--- config.mk ---
export PLATFORM = sky130hd
export DESIGN_NAME = uart_rx_ctrl
export DESIGN_NICKNAME = d
export VERILOG_FILES = /design/src/rtl/uart_pkg.sv /design/src/rtl/uart_fifo.sv /design/src/rtl/uart_rx_ctrl.sv
export SDC_FILE = /design/constraint.sdc
export NUM_CORES = 1
export LEC_CHECK = 0
export CORE_MARGIN = 5
export CORE_UTILIZATION = 36
export CTS_CLUSTER_DIAMETER = 200
export DETAILED_ROUTE_END_ITERATION = 12
export PLACE_DENSITY_LB_ADDON = 0.05
export SLEW_MARGIN = 20
export SYNTH_ARGS = -nofsm -noshare
export SYNTH_HDL_FRONTEND = slang
export SYNTH_SLANG_ARGS = --single-unit
--- constraint.sdc ---
create_clock -name i_clk -period 3.05 [get_ports i_clk]
set_input_delay 0.61 -clock i_clk [delete_from_list [all_inputs] [get_ports i_clk]]
set_output_delay 0.61 -clock i_clk [all_outputs]
set_load 0.005 [all_outputs]
--- src/rtl/uart_pkg.sv ---
// Shared types for the UART receive path: controller FSM states and the
// buffered entry format {last, data}.
package uart_pkg;

  localparam int RX_DATA_W = 8;

  typedef enum logic [0:0] {
    EMPTY = 1'b0,
    HELD  = 1'b1
  } t_rx_ctrl_fsm;

  typedef struct packed {
    logic                 last;
    logic [RX_DATA_W-1:0] data;
  } t_rx_entry;

endpackage

--- src/rtl/uart_fifo.sv ---
// Synchronous first-word-fall-through FIFO with wrap-bit pointers,
// registered occupancy and a one-cycle flush that beats push and pop.
module uart_fifo
  import uart_pkg::*;
#(
  parameter int  DEPTH   = 16,
  parameter type T_ENTRY = t_rx_entry
) (
  input  logic                   i_clk,
  input  logic                   i_rst,
  input  logic                   i_push,
  input  T_ENTRY                 i_data,
  input  logic                   i_pop,
  input  logic                   i_flush,
  output T_ENTRY                 o_data,
  output logic                   o_full,
  output logic                   o_empty,
  output logic [$clog2(DEPTH):0] o_level
);

  localparam int AW = $clog2(DEPTH);

  T_ENTRY        mem_r [DEPTH];
  logic [AW:0]   wptr_r;
  logic [AW:0]   rptr_r;
  logic [AW:0]   level_r;
  logic          empty_s;
  logic          full_s;
  logic          push_ok_s;
  logic          pop_ok_s;

  assign empty_s = (wptr_r == rptr_r);
  assign full_s  = (wptr_r[AW] != rptr_r[AW]) && (wptr_r[AW-1:0] == rptr_r[AW-1:0]);

  // A push into a full FIFO still lands when the head leaves in the same cycle.
  assign pop_ok_s  = i_pop & ~empty_s;
  assign push_ok_s = i_push & (~full_s | pop_ok_s);

  // Pointer and occupancy update.
  always_ff @(posedge i_clk or posedge i_rst) begin
    if (i_rst) begin
      wptr_r  <= '0;
      rptr_r  <= '0;
      level_r <= '0;
    end else if (i_flush) begin
      wptr_r  <= '0;
      rptr_r  <= '0;
      level_r <= '0;
    end else begin
      if (push_ok_s) begin
        wptr_r <= wptr_r + (AW+1)'(1);
      end else begin
        wptr_r <= wptr_r;
      end
      if (pop_ok_s) begin
        rptr_r <= rptr_r + (AW+1)'(1);
      end else begin
        rptr_r <= rptr_r;
      end
      case ({push_ok_s, pop_ok_s})
        2'b10:   level_r <= level_r + (AW+1)'(1);
        2'b01:   level_r <= level_r - (AW+1)'(1);
        default: level_r <= level_r;
      endcase
    end
  end

  // Storage array; contents are don't-care until written.
  always_ff @(posedge i_clk) begin
    if (push_ok_s && !i_flush) begin
      mem_r[wptr_r[AW-1:0]] <= i_data;
    end
  end

  // Head entry is masked to zero while empty so idle outputs stay quiet.
  always_comb begin
    if (empty_s) begin
      o_data = '0;
    end else begin
      o_data = mem_r[rptr_r[AW-1:0]];
    end
  end

  assign o_full  = full_s;
  assign o_empty = empty_s;
  assign o_level = level_r;

endmodule

--- src/rtl/uart_rx_ctrl.sv ---
// Receive-path controller: stages bytes from uart_rx, closes frames after a
// line-idle gap, buffers into a FWFT FIFO and counts overruns.
module uart_rx_ctrl
  import uart_pkg::*;
#(
  parameter int CLKS_PER_BIT = 16,
  parameter int IDLE_BITS    = 20,
  parameter int FIFO_DEPTH   = 16,
  parameter int OVF_W        = 8
) (
  input  logic                          i_clk,
  input  logic                          i_rst,
  input  logic                          i_s_axis_tvalid,
  input  logic [RX_DATA_W-1:0]          i_s_axis_tdata,
  input  logic                          i_rxd_busy,
  input  logic                          i_enable,
  input  logic                          i_flush,
  output logic                          o_m_axis_tvalid,
  output logic [RX_DATA_W-1:0]          o_m_axis_tdata,
  output logic                          o_m_axis_tlast,
  input  logic                          i_m_axis_tready,
  output logic [$clog2(FIFO_DEPTH):0]   o_fifo_level,
  output logic                          o_overrun,
  output logic [OVF_W-1:0]              o_overrun_count
);

  localparam int            T      = IDLE_BITS * CLKS_PER_BIT;
  localparam int            TW     = $clog2(T);
  localparam logic [TW-1:0] T_LAST = TW'(T - 1);

  t_rx_ctrl_fsm          state_r;
  logic [RX_DATA_W-1:0]  stage_r;
  logic [TW-1:0]         timer_r;
  logic                  overrun_r;
  logic [OVF_W-1:0]      ovf_cnt_r;

  logic                  accept_s;
  logic                  push_s;
  logic                  pop_s;
  logic                  push_fail_s;
  logic                  full_s;
  logic                  empty_s;
  t_rx_entry             push_entry_s;
  t_rx_entry             head_s;

  // Push decision: a new byte closes the staged one as mid-frame, otherwise
  // the idle timeout closes it as end-of-frame.
  always_comb begin
    accept_s          = i_s_axis_tvalid & i_enable;
    push_s            = 1'b0;
    push_entry_s.last = 1'b0;
    push_entry_s.data = stage_r;
    case (state_r)
      HELD: begin
        if (accept_s) begin
          push_s            = 1'b1;
          push_entry_s.last = 1'b0;
        end else if (timer_r == T_LAST) begin
          push_s            = 1'b1;
          push_entry_s.last = 1'b1;
        end else begin
          push_s            = 1'b0;
          push_entry_s.last = 1'b0;
        end
      end
      EMPTY:   push_s = 1'b0;
      default: push_s = 1'b0;
    endcase
    pop_s       = ~empty_s & i_m_axis_tready;
    push_fail_s = push_s & full_s & ~pop_s;
  end

  // Staging FSM and line-idle timer.
  always_ff @(posedge i_clk or posedge i_rst) begin
    if (i_rst) begin
      state_r <= EMPTY;
      stage_r <= '0;
      timer_r <= '0;
    end else if (i_flush) begin
      state_r <= EMPTY;
      stage_r <= '0;
      timer_r <= '0;
    end else begin
      case (state_r)
        EMPTY: begin
          if (accept_s) begin
            stage_r <= i_s_axis_tdata;
            timer_r <= '0;
            state_r <= HELD;
          end else begin
            timer_r <= '0;
          end
        end
        HELD: begin
          if (accept_s) begin
            stage_r <= i_s_axis_tdata;
            timer_r <= '0;
          end else if (timer_r == T_LAST) begin
            stage_r <= '0;
            timer_r <= '0;
            state_r <= EMPTY;
          end else if (i_rxd_busy) begin
            timer_r <= '0;
          end else begin
            timer_r <= timer_r + TW'(1);
          end
        end
        default: begin
          state_r <= EMPTY;
          stage_r <= '0;
          timer_r <= '0;
        end
      endcase
    end
  end

  // Overrun pulse and saturating drop counter; flush leaves the count intact.
  always_ff @(posedge i_clk or posedge i_rst) begin
    if (i_rst) begin
      overrun_r <= 1'b0;
      ovf_cnt_r <= '0;
    end else if (i_flush) begin
      overrun_r <= 1'b0;
    end else begin
      overrun_r <= push_fail_s;
      if (push_fail_s && (ovf_cnt_r != {OVF_W{1'b1}})) begin
        ovf_cnt_r <= ovf_cnt_r + OVF_W'(1);
      end
    end
  end

  uart_fifo #(
    .DEPTH   (FIFO_DEPTH),
    .T_ENTRY (t_rx_entry)
  ) u_fifo (
    .i_clk   (i_clk),
    .i_rst   (i_rst),
    .i_push  (push_s),
    .i_data  (push_entry_s),
    .i_pop   (pop_s),
    .i_flush (i_flush),
    .o_data  (head_s),
    .o_full  (full_s),
    .o_empty (empty_s),
    .o_level (o_fifo_level)
  );

  assign o_m_axis_tvalid = ~empty_s;
  assign o_m_axis_tdata  = head_s.data;
  assign o_m_axis_tlast  = head_s.last;
  assign o_overrun       = overrun_r;
  assign o_overrun_count = ovf_cnt_r;

endmodule

==> results.toml, run 1 <==
[yosys]
yosysSeqAreaShare_pct = 68.9
syn_nets = 463
synth_top_area_share_pct = 55.5
yosys_register_bits = 186
synthTopCellsByArea = "edfxtp_1, dfrtp_1, mux4_2, xnor2_1, ha_1"
yosys.cell_count.top_type = "edfxtp_1"
syn_avg_cell_area_um2 = 17.9
ys.flop_type = "edfxtp_1"
synth_top_cells_by_count = "edfxtp_1, mux4_2, dfrtp_1, nor2_1"
synth_cell_types = 47
synthesis.instances = 436
ys_warn_count = 0
synth-async-reset-ratio_pct = 22.6
synth_area_um2 = 7800
yosys.area.top_type = "edfxtp_1"
synth_edf_count = 144

[drt]
first_iter_violations = 260
vias = 4202
first_pass_iters = 6
via_per_inst = 5.19
ant_nets = 0
wl_per_cell_um = 21.3
drcViolationCount = 0
drt-total-wl_um = 17200

[setup_path]
start_kind = "flip-flop"
crit_type = "reg2out"
slowest_delay_ns = 0.54
crit_path_frequent_cell = "mux4_2"
crit_family = "multiplexers"
cp_data_arrival_time_ns = 2.42
slowest_stage = "mux4_2"
worstPathRequired_ns = 2.44
end_kind = "output pin"
critPathBufInv = 3
crit_fanout = 6
crit_chain = "buf_6 > buf_12 > mux4_2 > mux4_2 > nor2b_4 > buf_2"

[floorplan]
die_area_um2 = 24700
start_util_pct = 36.9
io_pins = 39
die_w_um = 157
die_h_um = 157
core_area_um2 = 21200
rows = 53

[sta]
worst_pin_slew_ns = 0.718
hold-worst-slack_ns = 0.504
fin_skew_ns = 0.0116
tns_ns = 0
slew_headroom_pct = 52.0
max_freq_ghz = 0.330
fin_crit_ns = 3.03
hold_viol_final = 0
fin_crit_sh_pct = 99.4
rsz0062_at_grt = "yes"
setup_viol = 0
drv_slew = 0

[hold_path]
worst_hold_path_type = "reg2reg"

[cells_and_area]
fillers = 1849
nets = 549
multi_input_area_um2 = 2400
area_growth_pct = 22.6
seq_area_um2 = 5380
antenna_cells = 0
drive_gt1_share_pct = 30.7
final_cell_count_no_fill = 810

[global_routing]
grt_pass1_vias = 4511
grt_usage_pct = 14.9
grt_max_degree = 37
grt_pass1_wl_um = 27400
gr-total-overflow = 0
antenna_found_initial = 0

[clock_tree]
ctsHtreeMaxLevel = 4
cts_sinks = 186
clkLatencyLatePin_ns = 0.42
cts.path.max_buffers = 2
cts_tree = "built"
path_clk_slew_ns = 0.07
ctsHoldBuffers = 0
cts-buffers-inserted = 17
cts-root-buf = "clkbuf_16"

[run]
cap_viol_max_count = 0

[place]
place_congestion = 0.769
numPortBuffers = 38
place_inst = 767
hpwl_um = 11400

[pwr]
p_leak_nw = 3.32
vdd_drop_max_uv = 371
pwr_density_cell_nw_per_um2 = 547

[status]
outcome = "complete, no violations"
## final timing paths
path                                           startpoint                             end  slack, ns  depth (start not counted)
max in group asynchronous                           i_rst    u_fifo.rptr_r[0]$_DFFE_PP0P_       1.77                          3
max reg2reg                  u_fifo.rptr_r[0]$_DFFE_PP0P_   u_fifo.o_level[4]$_DFFE_PP0P_       0.21                         13
min                        o_overrun_count[5]$_DFFE_PP0P_  o_overrun_count[5]$_DFFE_PP0P_       0.50                          1
min in group asynchronous                           i_rst  o_overrun_count[5]$_DFFE_PP0P_       0.59                          2
max                          u_fifo.rptr_r[0]$_DFFE_PP0P_               o_m_axis_tdata[6]       0.02                          6
min reg2reg                o_overrun_count[5]$_DFFE_PP0P_  o_overrun_count[5]$_DFFE_PP0P_       0.50                          1
## registers in the layout (all words and copies together) (netlist names)
| signal | cells |
|---|---|
| u_fifo.wptr_r | 5 |
| o_overrun_count | 8 |
| u_fifo.rptr_r | 5 |
| o_overrun | 1 |
| u_fifo.mem_r | 144 |
| u_fifo.o_level | 5 |
| stage_r | 8 |
| timer_r | 9 |
| state_r | 1 |
## metrics by stage
step	cell area, um2	power [mW]	setup slack, ns	util [%]
3_3_place_gp	8790	3.10	0.0502	41.6
2_1_floorplan	7800	2.97	0.120	-
5_1_grt	9560	5.43	-0.0623	45.2
6_report	9560	5.23	0.0174	45.2
4_1_cts	9520	5.29	-0.0717	45.0
3_5_place_dp	8790	3.11	-0.0332	41.6
## routing by layer
layer | GRT usage [%] | wire, um
met1 | 21.6 | 8390
met4 | 4.42 | 178
met5 | 0 | 0
met3 | 2.75 | 557
met2 | 23.2 | 8120
## layout by cell type (no fill, tap or decap), types with 5 or more instances in the layout
| cell | count |
|---|---|
| edfxtp_1 | 144 |
| mux4_2 | 45 |
| dfrtp_1 | 41 |
| buf_4 | 37 |
| clkdlybuf4s50_1 | 29 |
| nor2_1 | 26 |
| clkbuf_16 | 18 |
| nand2_1 | 16 |
| xnor2_1 | 15 |
| xor2_1 | 14 |
| nor3_1 | 11 |
| ha_1 | 11 |
| nand4_1 | 9 |
| a32o_1 | 8 |
| nand3_1 | 7 |
| buf_6 | 6 |
| buf_2 | 6 |
| buf_12 | 6 |
| mux2i_1 | 5 |
| nor2b_1 | 5 |
| nor2b_4 | 5 |
| inv_6 | 5 |
## area by class of cell
type	instances	share of cell area, %
inverter	8	0.314
sequential	186	56.2
clock inverter	15	1.44
clock buffer	17	4.45
multi-input combinational	222	25.2
tap	275	3.60
timing repair buffer	87	8.82
## kinds of logic after synthesis
family / after synthesis / synth area share (%)
mux: 53 / 14.1
flops: 186 / 68.9
fa+ha+maj: 12 / 2.02
buf+inv: 28 / 1.68
xor+xnor: 30 / 3.37
compound gates: 24 / 2.62
simple gates: 103 / 7.27
## timing repair
| action | 4_1_cts | 5_1_grt |
|---|---|---|
| resized for setup | 48 | 12 |
| pin swaps | 2 | 2 |
| cloned | 2 | 1 |
| setup buffers | 9 | 0 |
| setup endpoints to repair | 10 | 11 |
## power breakdown
part | internal (mW) | leakage (nW) | switching [mW]
logic | 0.177 | 1.17 | 0.148
registers | 2.74 | 1.88 | 0.0380
clock network | 1.14 | 0.266 | 0.993
total | 4.05 | 3.32 | 1.18
Power figures use the tool's default switching activity.
==> inputs of run 2 (changes only) <==
--- a/config.mk
+++ b/config.mk
@@ -10,6 +10,7 @@
 export CTS_CLUSTER_DIAMETER = 200
 export DETAILED_ROUTE_END_ITERATION = 12
 export PLACE_DENSITY_LB_ADDON = 0.05
+export SKIP_LAST_GASP = 1
 export SLEW_MARGIN = 20
 export SYNTH_ARGS = -nofsm -noshare
 export SYNTH_HDL_FRONTEND = slang
==> results of run 2 <==
No change in the layout: final DEF, timing and power equal those of run 1.
